File: config.mk
export PLATFORM = sky130hd
export DESIGN_NAME = delay_tap_calib_ctrl
export DESIGN_NICKNAME = d
export VERILOG_FILES = /design/src/rtl/delay_tap_calib_ctrl.sv
export SDC_FILE = /design/constraint.sdc
export NUM_CORES = 1
export LEC_CHECK = 0
export CORE_ASPECT_RATIO = 0.8
export CORE_MARGIN = 5
export CORE_UTILIZATION = 40
export CTS_CLUSTER_SIZE = 20
export DETAILED_ROUTE_END_ITERATION = 8
export DONT_BUFFER_PORTS = 1
export MAX_ROUTING_LAYER = met4
export PLACE_DENSITY = 0.59
export SLEW_MARGIN = 20
export SYNTH_ARGS = -nofsm -noshare
export SYNTH_HDL_FRONTEND = slang
export SYNTH_SLANG_ARGS = --single-unit
File: constraint.sdc
create_clock -name clk -period 2.15 [get_ports clk]
set_clock_uncertainty 0.15 [all_clocks]
set_input_delay 0.43 -clock clk [delete_from_list [all_inputs] [get_ports clk]]
set_output_delay 0.43 -clock clk [all_outputs]
set_load 0.01 [all_outputs]
File: src/rtl/delay_tap_calib_ctrl.sv
// Calibration controller for the tap-selectable self-timed delay line: launches 2-phase
// requests, times the synchronised return toggle and steps tap_sel until the target is met.
module delay_tap_calib_ctrl #(
  parameter int TAP_W       = 4,
  parameter int CNT_W       = 8,
  parameter int SYNC_STAGES = 2,
  parameter int SETTLE      = 4,
  parameter int TIMEOUT     = 255
) (
  input  logic             clk,
  input  logic             rstn,
  input  logic             start,
  input  logic [CNT_W-1:0] target_cycles,
  output logic [TAP_W-1:0] tap_sel,
  output logic             req_out,
  input  logic             ack_in,
  output logic             busy,
  output logic             done,
  output logic [1:0]       status,
  output logic [CNT_W-1:0] measured
);

  typedef enum logic [2:0] {
    S_IDLE, S_LAUNCH, S_WAIT, S_EVAL, S_SETTLE, S_FINISH, S_ERROR
  } state_t;

  localparam logic [1:0]       ST_OK       = 2'b00;
  localparam logic [1:0]       ST_SAT      = 2'b01;
  localparam logic [1:0]       ST_TIMEOUT  = 2'b10;
  localparam logic [CNT_W-1:0] SETTLE_LAST = CNT_W'(SETTLE - 1);
  localparam logic [CNT_W-1:0] CNT_LIMIT   = CNT_W'(TIMEOUT);
  localparam logic [TAP_W-1:0] TAP_MAX     = '1;

  state_t                 r_state;
  state_t                 w_next;
  logic [SYNC_STAGES-1:0] r_sync;
  logic [CNT_W-1:0]       r_cnt;
  logic [CNT_W-1:0]       r_target;
  logic [CNT_W-1:0]       r_measured;
  logic [TAP_W-1:0]       r_tap;
  logic                   r_req;
  logic                   r_busy;
  logic                   r_done;
  logic [1:0]             r_status;
  logic                   w_ack_match;
  logic                   w_pass;
  logic                   w_tap_max;

  // The trial is complete once the synchronised return phase catches up with the request phase.
  assign w_ack_match = (r_sync[SYNC_STAGES-1] == r_req);
  assign w_pass      = (r_measured >= r_target);
  assign w_tap_max   = (r_tap == TAP_MAX);

  always_ff @(posedge clk) begin
    if (!rstn) begin
      r_state <= S_IDLE;
      r_sync  <= '0;
    end else begin
      // NOTE: registers take non-blocking assignments so every flop samples pre-edge values.
      r_state <= w_next;
      r_sync  <= {r_sync[SYNC_STAGES-2:0], ack_in};
    end
  end

  always_comb begin
    // NOTE: default assigned first so no branch leaves w_next unassigned and infers a latch.
    w_next = r_state;
    unique case (r_state)
      S_IDLE:   if (start) w_next = S_SETTLE;
      S_SETTLE: if (r_cnt == SETTLE_LAST) w_next = S_LAUNCH;
      S_LAUNCH: w_next = S_WAIT;
      S_WAIT: begin
        if (w_ack_match)             w_next = S_EVAL;
        else if (r_cnt == CNT_LIMIT) w_next = S_ERROR;
      end
      S_EVAL:   w_next = (w_pass || w_tap_max) ? S_FINISH : S_SETTLE;
      S_FINISH: w_next = S_IDLE;
      S_ERROR:  w_next = S_ERROR;
      default:  w_next = S_IDLE;
    endcase
  end

  always_ff @(posedge clk) begin
    if (!rstn) begin
      r_cnt      <= '0;
      r_target   <= '0;
      r_measured <= '0;
      r_tap      <= '0;
      r_req      <= 1'b0;
      r_busy     <= 1'b0;
      r_done     <= 1'b0;
      r_status   <= ST_OK;
    end else begin
      r_done <= 1'b0;
      unique case (r_state)
        S_IDLE: begin
          if (start) begin
            r_target <= target_cycles;
            r_tap    <= '0;
            r_busy   <= 1'b1;
            r_status <= ST_OK;
            r_cnt    <= '0;
          end
        end
        S_SETTLE: r_cnt <= r_cnt + CNT_W'(1);
        S_LAUNCH: begin
          r_req <= ~r_req;
          r_cnt <= '0;
        end
        S_WAIT: begin
          if (w_ack_match) begin
            r_measured <= r_cnt;
          end else if (r_cnt == CNT_LIMIT) begin
            // Phase alignment with the line is lost here; only reset recovers.
            r_measured <= r_cnt;
            r_status   <= ST_TIMEOUT;
            r_busy     <= 1'b0;
            r_done     <= 1'b1;
          end else begin
            r_cnt <= r_cnt + CNT_W'(1);
          end
        end
        S_EVAL: begin
          if (w_pass || w_tap_max) begin
            r_status <= w_pass ? ST_OK : ST_SAT;
            r_busy   <= 1'b0;
            r_done   <= 1'b1;
          end else begin
            r_tap <= r_tap + TAP_W'(1);
            r_cnt <= '0;
          end
        end
        default: ;
      endcase
    end
  end

  assign tap_sel  = r_tap;
  assign req_out  = r_req;
  assign busy     = r_busy;
  assign done     = r_done;
  assign status   = r_status;
  assign measured = r_measured;

endmodule

==> Word level (Yosys, flattened, before mapping) <==
Index checks and enable logic that the tools add are counted.
{ "word_totals": {"ff_bits": 38, "ram_bits": 0, "latch_bits": 0, "mem_count": 0, "out_inout_bits": 17, "elab_cells": 74, "mem_bits_ro": 0, "inputBits": 12} }
{ "classes": {"shifts": 0, "div_mod_pow": 0, "reduce_logical": 12, "bitwise_logic": 1, "addsub": 2, "eq_ne": 17, "order_cmp": 1, "n_mux": 31, "n_mul": 0} }
{ "op_table": {"columns": ["op", "n"], "rows": [
  ["2-to-1 mux 8 bit", 6],
  ["case mux 8 bit (5 select lines)", 1],
  ["case mux 3 bit (6 select lines)", 1],
  ["!= test 2 bit, second input constant", 7],
  ["2-to-1 mux 3 bit", 4],
  ["AND reduction 5 bit", 2],
  ["2-to-1 mux 1 bit", 9],
  ["adder 8 x 1 -> 8 bit, second input constant", 1],
  ["equality test 8 x 2 -> 1 bit, second input constant", 1],
  ["equality test 8 bit, second input constant", 1],
  [">= comparator 8 bit", 1],
  ["2-to-1 mux 2 bit", 4],
  ["2-to-1 mux 4 bit", 2],
  ["case mux 4 bit (2 select lines)", 1],
  ["equality test 3 x 2 -> 1 bit, second input constant", 2],
  ["equality test 3 bit, second input constant", 2],
  ["case mux 2 bit (3 select lines)", 1],
  ["AND reduction 3 bit", 2],
  ["nonzero test 5 bit", 1],
  ["adder 4 x 1 -> 4 bit, second input constant", 1],
  ["equality test 4 bit, second input constant", 1],
  ["AND reduction 2 bit", 2],
  ["nonzero test 2 bit", 2],
  ["equality test 3 x 1 -> 1 bit, second input constant", 1],
  ["other kinds (8)", 8]
]} }

==> Depth between registers and ports, before layout <==
{ "depth": {"word_depth": 4, "ltp_mapped": 7, "mapped_depth_nobuf": 7} }

==> Least setup slack after synthesis <==
No wires, ideal clock.
{ "synth_path": {"kind": "register to register", "from": "register r_measured[6], in the netlist measured[6]", "to": "register r_tap[2], in the netlist tap_sel[2]", "stages_incl_launch_ff": 7, "required_ns": 1.884, "t_arrival_ns": 1.953, "setup_slack_ns": -0.070, "setup_ns": 0.116, "path_buffers": 0, "synth_period_minus_slack_ns": 2.220, "path_cell_list": "dfxtp_1 -> ha_1 -> and3_4 -> a221o_1 -> a2111oi_4 -> a2111oi_1 -> a41o_1"} }
{ "synth_between": {"elab_chain_cells": 4} }
{ "synth_lines": {"columns": ["item", "line", "source"], "rows": [
  ["start: declaration", "39", "logic [CNT_W-1:0] r_measured;"],
  ["start signal: assignment", "112", "r_measured <= r_cnt;"],
  ["start signal: assignment", "115", "r_measured <= r_cnt;"],
  [">= comparator 8 bit", "51", "assign w_pass = (r_measured >= r_target);"],
  ["logical OR 1 bit", "124", "if (w_pass || w_tap_max) begin"],
  ["!= test 2 bit (no source line)", null, null],
  ["AND reduction 3 bit (no source line)", null, null],
  ["end signal: assignment", "129", "r_tap <= r_tap + TAP_W'(1);"],
  ["end: declaration", "40", "logic [TAP_W-1:0] r_tap;"]
]} }
Every way passes these cells.
A chain may end at the register's enable or synchronous reset.

==> Worst setup path in the final report <==
{ "layout_path": {"from": "register r_target[6]", "to": "register r_tap[2], in the netlist tap_sel[2]"} }
{ "layout_between": {"elab_chain_cells": 4} }
{ "layout_lines": {"columns": ["item", "line", "source"], "rows": [
  ["start: declaration", "38", "logic [CNT_W-1:0] r_target;"],
  ["start signal: assignment", "98", "r_target <= target_cycles;"],
  [">= comparator 8 bit", "51", null],
  ["logical OR 1 bit", "124", null],
  ["!= test 2 bit (no source line)", null, null],
  ["AND reduction 3 bit (no source line)", null, null]
]} }
Every way passes these cells.

==> results.json <==
{
  "max_freq_mhz": 467,
  "synth_area_leaders": "dfxtp_1 39%, nand2_1 6.7%, ha_1 6.3%",
  "cp_max_fo": 2,
  "path_class": "flop to flop",
  "drtPass1Iterations": 4,
  "nNetsFinal": 273,
  "peakVddDrop_mv": 0.455,
  "cts_tree": "yes",
  "cap_violations": 0,
  "yosysSeqAreaShare_pct": 38.6,
  "syn_area_sq_um": 1970,
  "final_util_pct": 49.7,
  "antenna_found_initial": 0,
  "fin_crit_ns": 2.14,
  "grt_max_degree": 27,
  "synth_edf_count": 0,
  "power_uw": 1830,
  "synth_warnings": 0,
  "gr-usage-all-layers_pct": 15.8,
  "dp_cells": 302,
  "clk_latency_ns": 0.29,
  "drtAntennaViolNets": 0,
  "synth_top_area_cell": "dfxtp_1",
  "first_global_vias": 1571,
  "routed_via_density": 5.34,
  "cp-end-kind": "flop",
  "syn-instance-count": 231,
  "die_area_sq_um": 6450,
  "syn_to_final_growth_pct": 17.9,
  "via_count": 1660,
  "drive_gt1_share_pct": 23.9,
  "synth_async_sr_flop_share_pct": 0,
  "die_h_microns": 72.8,
  "grt_setup_unrepaired": "yes",
  "initial_core_util_pct": 42.2,
  "worstHoldPathType": "primary input to flop",
  "syn_nets": 253,
  "fill_cells": 468,
  "clock_sinks": 38,
  "worst-r2r-setup-slack_ns": 0.007,
  "core_sq_um": 4680,
  "p_per_area_nw_per_um2": 785,
  "setup_viol": 0,
  "ys_dominant_reg_cell": "dfxtp_1",
  "die_w_microns": 88.5,
  "yosys.cell_types.count": 52,
  "dp_hpwl_microns": 3410,
  "clk_path_buf_depth": 2,
  "setup_slack_ns": 0.00681,
  "dp_slack_ns": -0.0822,
  "period_share_pct": 99.7,
  "port_buffers": 0,
  "gp_congestion": 0.847,
  "hold_violations": 0,
  "synth-seq-cells": 38,
  "drt_iter0_markers": 67,
  "cellLeakagePower_uw": 0.000972,
  "routedWlPerCell_microns": 14.9,
  "avgSynthCellArea_sq_um": 8.54,
  "arrival_ns": 2.19,
  "hold_buffers": 0,
  "yosysTopAreaCellShare_pct": 38.6,
  "worstPathRequired_ns": 2.19,
  "relSlewSlack_pct": 54.1,
  "clkTransAtPathRegs_ns": 0.08,
  "ios": 29,
  "cts_root_buf": "clkbuf_8",
  "numCtsBuffers": 5,
  "wl_microns": 4630,
  "grt_first_pass_wirelength_microns": 7720,
  "status": "complete, no violations",
  "grt.overflow.total": 0,
  "fin_cells": 311,
  "n_antenna_cell": 0,
  "fp-row-count": 22,
  "drc": 0,
  "h-tree-depth": 2,
  "tightest_slew_ns": 0.685,
  "cp-start-kind": "flop",
  "maxSlewViolCount": 0
}
-- critical path: stages (launching register included) --
cell and delay [ns]:
dfxtp_2 0.34, inv_2 0.04, ha_4 0.21, and3_4 0.17
a221o_1 0.41, buf_6 0.15, a2111oi_4 0.22, a2111oi_2 0.12
a41o_1 0.23
-- sequential cells by signal (all words and copies together) (netlist names) --
register	cells
measured	8
r_cnt	8
r_target	8
tap_sel	4
r_state	3
r_sync	2
status	2
busy	1
done	1
req_out	1
-- layout by cell type, fill, tap and decap left out, drive strengths merged, types with 3 or more instances in the layout --
master,count
a2111oi,3
a21oi,17
and2,3
and3,9
buf,24
clkbuf,5
clkinv,3
dfxtp,38
ha,10
inv,15
mux2i,8
nand2,35
nand3,11
nor2,16
nor3,6
o21ai,10
xor2,3
-- synth_stat cells (all sizes together) (3+ instances only) --
cell and n:
nand3 11, nand2 35, buf 3, a2111oi 3
nor2 16, clkbuf 8, dfxtp 38, ha 10
nor3 6, a21oi 17, mux2i 8, and3 9
o21ai 10, xor2 3, inv 15, and2 3
-- cell families after synthesis --
| kind of cell | share of synthesized area [%] |
|---|---|
| AO/OA/AOI/OAI | 20.4 |
| XOR/XNOR | 1.33 |
| adder cells (fa/ha/maj) | 6.34 |
| buffers and inverters | 6.85 |
| flip-flops | 38.6 |
| multiplexers | 4.63 |
| AND/OR/NAND/NOR | 21.9 |
-- area by class of cell --
| class | instances | area [sq um] | area share [%] |
|---|---|---|---|
| Multi-Input combinational cell | 166 | 1150 | 49.6 |
| Timing Repair Buffer | 24 | 191 | 8.23 |
| Clock inverter | 2 | 10.0 | 0.430 |
| Inverter | 16 | 60.1 | 2.58 |
| Clock buffer | 5 | 68.8 | 2.96 |
| Sequential cell | 38 | 767 | 33.0 |
| Tap cell | 60 | 75.1 | 3.23 |
-- power breakdown --
| part | switching [uW] | leakage (uW) | internal, uW |
|---|---|---|---|
| sequential | 58.2 | 0.000311 | 756 |
| combinational | 284 | 0.000617 | 259 |
| clock | 253 | 0.0000438 | 218 |
| total | 595 | 0.000972 | 1230 |
-- routing by layer --
metal | GRT usage, % | wire, microns | vias up
met5 | - | 0 | -
met4 | 4.03 | 33 | 0
met3 | 4.29 | 305 | 5
met2 | 22.7 | 1970 | 32
met1 | 22.0 | 2320 | 767
li1 | - | - | 856
-- final timing paths --
check,start,end,depth (start not counted)
min reg2reg,r_sync[0],r_sync[1],1
min,target_cycles[6],r_target[6],2
max,r_target[6],tap_sel[2],8
max reg2reg,r_target[6],tap_sel[2],8
-- repair_timing --
item | 4_1_cts | 5_1_grt
setup buffers | 0 | 2
resized for setup | 14 | 11
pin swaps | 6 | 8
endpoints found under the hold margin | 0 | 0
endpoints found under the setup margin | 16 | 17
-- per-stage QoR --
step / cell area [sq um] / setup TNS [ns] / hold slack [ns]
6_report: 2330 / 0 / 0.107
5_1_grt: 2330 / -0.468 / 0.0961
4_1_cts: 2280 / -0.0383 / 0.107
3_5_place_dp: 2140 / -0.426 / 0.272
3_3_place_gp: 2140 / -0.0436 / 0.266
2_1_floorplan: 1970 / 0 / 0.262
No activity file was read; power rests on OpenSTA's default activity.
